==> src/rtl/cache_fill_fsm.sv <==
// Two-state cache block fill controller: issues one word request per granted cycle
// and writes returned words into the data array, finishing with a tag write.
module cache_fill_fsm #(
    parameter int unsigned WORDS_PER_BLOCK = 8,
    parameter int unsigned MEM_LATENCY     = 4
) (
    input  logic        clk,
    input  logic        rst,
    input  logic        miss_detected,
    input  logic [15:0] miss_address,
    input  logic        mem_grant,
    input  logic        memory_data_valid,
    input  logic [15:0] memory_data,
    output logic        fsm_busy,
    output logic        mem_request,
    output logic [15:0] memory_address,
    output logic        write_data_array,
    output logic [2:0]  fill_word,
    output logic [15:0] fill_data,
    output logic        write_tag_array,
    output logic [15:0] tag_address
);

    localparam logic StIdle = 1'b0;
    localparam logic StFill = 1'b1;

    localparam logic [4:0] NumWords = 5'(WORDS_PER_BLOCK);
    localparam logic [4:0] LastWord = 5'(WORDS_PER_BLOCK - 1);

    logic        stateQ, stateD;
    logic [15:0] baseQ, baseD;
    logic [3:0]  reqCntQ, reqCntD;
    logic [3:0]  rcvCntQ, rcvCntD;
    logic        reqPending;
    logic        lastWord;

    assign reqPending = ({1'b0, reqCntQ} < NumWords);
    assign lastWord   = ({1'b0, rcvCntQ} == LastWord);
    assign fsm_busy   = (stateQ == StFill);

    always_comb begin
        stateD           = stateQ;
        baseD            = baseQ;
        reqCntD          = reqCntQ;
        rcvCntD          = rcvCntQ;
        mem_request      = 1'b0;
        memory_address   = baseQ;
        write_data_array = 1'b0;
        fill_word        = rcvCntQ[2:0];
        fill_data        = memory_data;
        write_tag_array  = 1'b0;
        tag_address      = baseQ;

        case (stateQ)
            StIdle: begin
                if (miss_detected) begin
                    baseD   = miss_address & 16'hFFF0;
                    reqCntD = 4'd0;
                    rcvCntD = 4'd0;
                    stateD  = StFill;
                end
            end
            StFill: begin
                // Requests and returns run independently so they may overlap.
                if (reqPending) begin
                    mem_request    = 1'b1;
                    memory_address = baseQ + {11'b0, reqCntQ, 1'b0};
                    if (mem_grant) begin
                        reqCntD = reqCntQ + 4'd1;
                    end
                end
                if (memory_data_valid) begin
                    write_data_array = 1'b1;
                    rcvCntD          = rcvCntQ + 4'd1;
                    if (lastWord) begin
                        write_tag_array = 1'b1;
                        stateD          = StIdle;
                    end
                end
            end
            default: stateD = StIdle;
        endcase
    end

    always_ff @(posedge clk) begin
        if (!rst) begin
            stateQ  <= StIdle;
            baseQ   <= 16'h0000;
            reqCntQ <= 4'd0;
            rcvCntQ <= 4'd0;
        end else begin
            stateQ  <= stateD;
            baseQ   <= baseD;
            reqCntQ <= reqCntD;
            rcvCntQ <= rcvCntD;
        end
    end

endmodule

==> config.mk <==
export PLATFORM = sky130hd
export DESIGN_NAME = cache_fill_fsm
export DESIGN_NICKNAME = d
export VERILOG_FILES = /design/src/rtl/cache_fill_fsm.sv
export SDC_FILE = /design/constraint.sdc
export NUM_CORES = 1
export LEC_CHECK = 0
export CORE_ASPECT_RATIO = 1.4
export CORE_MARGIN = 2
export CORE_UTILIZATION = 34
export DETAILED_ROUTE_END_ITERATION = 6
export MAX_ROUTING_LAYER = met4
export PLACE_DENSITY = 0.81
export REMOVE_ABC_BUFFERS = 1
export SETUP_SLACK_MARGIN = 0.15
export SLEW_MARGIN = 15
export SYNTH_ARGS = -nofsm -noshare
export SYNTH_HDL_FRONTEND = slang
export SYNTH_SLANG_ARGS = --single-unit
==> constraint.sdc <==
create_clock -name clk -period 1.7 [get_ports clk]
set_input_delay 0.34 -clock clk [delete_from_list [all_inputs] [get_ports clk]]
set_output_delay 0.34 -clock clk [all_outputs]
set_load 0.05 [all_outputs]
# --- Word level (Yosys, flattened, before mapping) ---
# Index checks and enable logic that the tools add are counted.
classes:
  addsub: 3
  n_mul: 0
  n_div: 0
  n_lt_le_gt_ge: 1
  n_eq_ne: 5
  shifts: 0
  n_mux: 19
  n_bitwise: 1
  reduce_logical: 3
op_table:
  columns: ["op", "count"]
  rows:
  - ["$mux 16", 2]
  - ["$add 16x5->16", 1]
  - ["$mux 4", 4]
  - ["$pmux 4 s2", 2]
  - ["$mux 1", 10]
  - ["$add 4x1->4 const B", 2]
  - ["$ne 2x2->1 const B", 3]
  - ["$eq 4x3->1 const B", 1]
  - ["$lt 4x4->1 const B", 1]
  - ["$reduce_and 2->1", 2]
  - ["$reduce_and 3->1", 1]
  - ["$ne 2x1->1 const B", 1]
  - ["$pmux 1 s2", 1]
  - ["$not 1->1", 1]
word_totals:
  reg_bits: 21
  latch_bits: 0
  ram_bits: 0
  mem_bits_ro: 0
  input_bits: 37
  output_inout_bits: 55
  mem_count: 0

# --- Longest topological paths before layout ---
logic_depth:
  depth_word: 4
  ltp_mapped: 5
  mapped_depth_nobuf: 5

# --- Worst setup path after synthesis ---
# No wires, ideal clock.
synth_path:
  kind: "reg-to-output"
  start: "register stateQ, in the netlist fsm_busy"
  end: "output port memory_address[6]"
  arrival_ns: 2.229
  required_time_ns: 1.360
  path_slack_ns: -0.869
  path_stages_with_launch: 5
  cell_sequence: "dfxtp_1 > nand2b_1 > inv_1 > nand2_1 > xnor2_1"
synth_via:
  elab_chain_cells: 1
synth_rtl:
  columns: ["item", "line_no", "text"]
  rows:
  - ["start, declared", "30", "logic stateQ, stateD;"]
  - ["start signal, assigned", "87", "stateQ <= StIdle;"]
  - ["start signal, assigned", "92", "stateQ <= stateD;"]
  - ["$mux 16", "54", "case (stateQ)"]
  - ["end, declared", "16", "output logic [15:0] memory_address,"]
# Every way passes these cells.

# --- Worst setup path in the final report ---
layout_path:
  start: "register reqCntQ[3]"
  end: "output port memory_address[10]"
layout_via:
  elab_chain_cells: 3
  word_cells_on_any_way: 4
layout_rtl:
  columns: ["item", "line_no", "text"]
  rows:
  - ["start, declared", "32", "logic [3:0] reqCntQ, reqCntD;"]
  - ["start signal, assigned", "94", "reqCntQ <= reqCntD;"]
  - ["$add 16x5->16 / $lt 4x4->1 (equally long branches)", "67, 37", null]
  - ["$mux 16 *", "65", "if (reqPending) begin"]
  - ["$mux 16 *", "54", null]
# Mark *: on every way between the ends. The rest lies on a longest branch, timed or not.

==> impl_metrics.tcl <==
set metrics [dict create \
    cp.arrival_ps 1560 \
    cts_root_buf "clkbuf_8" \
    mostFrequentLayoutCell "buf_4" \
    viasPerCell 4.75 \
    fin_crit_ps 1900 \
    finalSetupViolCount 9 \
    slowest_stage "dfxtp_2" \
    cts_tree "yes" \
    holdCritPathClass "reg2reg" \
    antenna_cells 0 \
    powerDensity_mw_per_mm2 637 \
    dp_cells 228 \
    wl_mm 3.44 \
    drv_cap 0 \
    grt_pass1_wl_mm 4.98 \
    intPower_mw 0.877 \
    p_switching_mw 0.439 \
    crit_required_ps 1360 \
    pwr-share-seq_pct 40.4 \
    pre_cts_ws_ps -168 \
    crit_start "reqCntQ[3]" \
    violations "setup timing" \
    seq_area_frac_synth_pct 34.5 \
    synthCells 154 \
    overflow 0 \
    p_total_mw 1.32 \
    dpl_cell_area_mm2 0.00174 \
    die-area_mm2 0.00409 \
    cts_buffer_depth 2 \
    yosysUniqueCellTypes 30 \
    initial_core_util_pct 35.7 \
    max_stage_delay_ps 330 \
    vias 1164 \
    yosys_register_bits 21 \
    stdcell_count 245 \
    vdd_ir_drop_max_uv 409 \
    p_comb_share_pct 35.4 \
    cts_buffers 3 \
    grt_pass1_vias 1065 \
    hold_start "tag_address[14]" \
    setup_ws_ps -202 \
    final_cell_area_mm2 0.00207 \
    path_max_fanout 4 \
    die_h_um 74.8 \
    yosys_warnings 0 \
    syn-cell-area_mm2 0.00122 \
    drive_gt1_share_pct 44.4 \
    first_iter_violations 25 \
    insertion_delay_ps 250 \
    avgRoutedWirePerCell_um 14.1 \
    io_buffers 50 \
    cts.clk_slew.worst_paths_ps 70 \
    post-route-period-util_pct 112 \
    rsz0062_at_grt "yes" \
    fmax_ghz 0.526 \
    firstDrtPassIters 6 \
    rrSetupSlack_ps 250 \
    power_frac_clock_pct 24.2 \
    reg2reg_from "reqCntQ[3]" \
    synthToLayoutAreaGrowth_pct 69.6 \
    synth.avg_cell_area_um2 7.91 \
    nets 246 \
    skew_ps 2.63 \
    grt_usage_pct 17.3 \
    final_util_pct 60.6 \
    ctsHoldBuffers 0 \
    n_fill_cell 283 \
    antenna_found_initial 0 \
    crit_type "reg2out" \
    cts_sinks 21 \
    htreeDepth 1 \
    grt_max_degree 22 \
    rows 25 \
    maxSlewViolCount 0 \
    crit_path_frequent_cell "buf_6" \
    fp.dieW_um 54.6 \
    hold_viol 0 \
    routabilityCongestion 0.829 \
    crit_chain "buf_6, nand2b_4, buf_6, nor3_4, xor2_2, clkbuf_16" \
    final_cell_mix "43 x buf_4, 29 x nand2_1, 16 x dfxtp_1" \
    antenna_left 0 \
    dp_hpwl_mm 2.30 \
    sw_frac_of_total_pct 33.4 \
    drc 0 \
    cp-end-kind "primary output" \
    leakage_nw 0.943 \
    outcome "finished, violations left" \
    boundaryPins 92 \
    core_mm2 0.00341 \
    startpoint_type "register" \
]
==> power groups by stage <==
stage               sequential, mW  clock, mW  combinational [mW]
floorplan                    0.644          0               0.115
global placement             0.538          0               0.406
CTS                          0.531      0.322               0.441
finish                       0.531      0.319               0.466
global route                 0.534      0.346               0.491
detailed placement           0.539          0               0.410
==> critical path: cells and delay by family, from the launching register on <==
| family | cells | cell delay, ps |
|---|---|---|
| buffers and inverters | 3 | 440 |
| and+or+nand+nor | 2 | 340 |
| DFF | 1 | 330 |
| xor gates and xnor gates | 1 | 200 |
==> what timing repair did <==
action / 4_1_cts / 5_1_grt
resized for setup: 36 / 14
pin swaps: 11 / 5
setup buffers: 6 / 7
setup endpoints to repair: 11 / 11
hold endpoints to repair: 0 / 0
==> synth_stat cells <==
library cell,instances,share of area (%)
nand2_1,32,9.9
buf_4,25,15
dfxtp_1,21,34
a21boi_0,15,9.2
clkbuf_1,9,2.8
and2_1,5,2.6
nand3_1,5,2.1
nor2_1,4,1.2
and3_1,3,1.5
buf_2,3,1.2
ha_1,3,3.1
xor2_1,3,2.2
inv_1,2,0.62
nand2b_1,2,1.0
nand4b_1,2,1.4
nor2b_1,2,1.0
nor3_1,2,0.82
o21a_1,2,1.2
o21ai_0,2,0.82
xnor2_1,2,1.4
a21boi_1,1,0.62
a32oi_1,1,0.72
and3b_1,1,0.72
conb_1,1,0.31
mux2i_1,1,0.82
nand2_2,1,0.51
nand3b_1,1,0.62
nor4_1,1,0.51
o211ai_1,1,0.62
or3_1,1,0.51
==> state kept, by name, summed over array words and instances, names as in the netlist <==
| register | count |
|---|---|
| tag_address | 12 |
| rcvCntQ | 4 |
| fsm_busy | 1 |
| reqCntQ | 4 |
==> final cells by class <==
class	count	area, µm²	share of cell area (%)
Clock buffer	4	45.0	2.18
Tap cell	40	50.0	2.42
Multi-Input combinational cell	98	693	33.5
Sequential cell	21	429	20.8
Inverter	2	12.5	0.605
Timing Repair Buffer	80	837	40.5
==> logic make-up after synthesis <==
logic type | synth area share [%]
multiplexers | 0.821
AO/OA/AOI/OAI | 13.2
flip-flops | 34.5
AND/OR/NAND/NOR | 24.4
XOR/XNOR | 3.59
adder cells (fa/ha/maj) | 3.08
other | 0.308
buffers and inverters | 20.0
==> metrics by stage <==
stage               TNS [ps]  hold WS (ps)
floorplan              -8310           457
global placement        -164           469
detailed placement      -177           485
CTS                     -697           496
global route           -1480           509
finish                  -875           493
==> final timing paths <==
check                        to  depth (start not counted)
max          memory_address[10]                          6
min             tag_address[14]                          2
max reg2reg          reqCntQ[1]                         10
min reg2reg     tag_address[14]                          2
==> metal layers <==
metal	part of all wire (%)	track usage, %	vias to the layer above
met1	39	19.9	523
met2	48	25.8	64
met3	11	8.13	6
met5	0	-	-
li1	-	-	571
met4	2.0	6.67	0
Note: power is estimated with default switching activity, not from simulation.
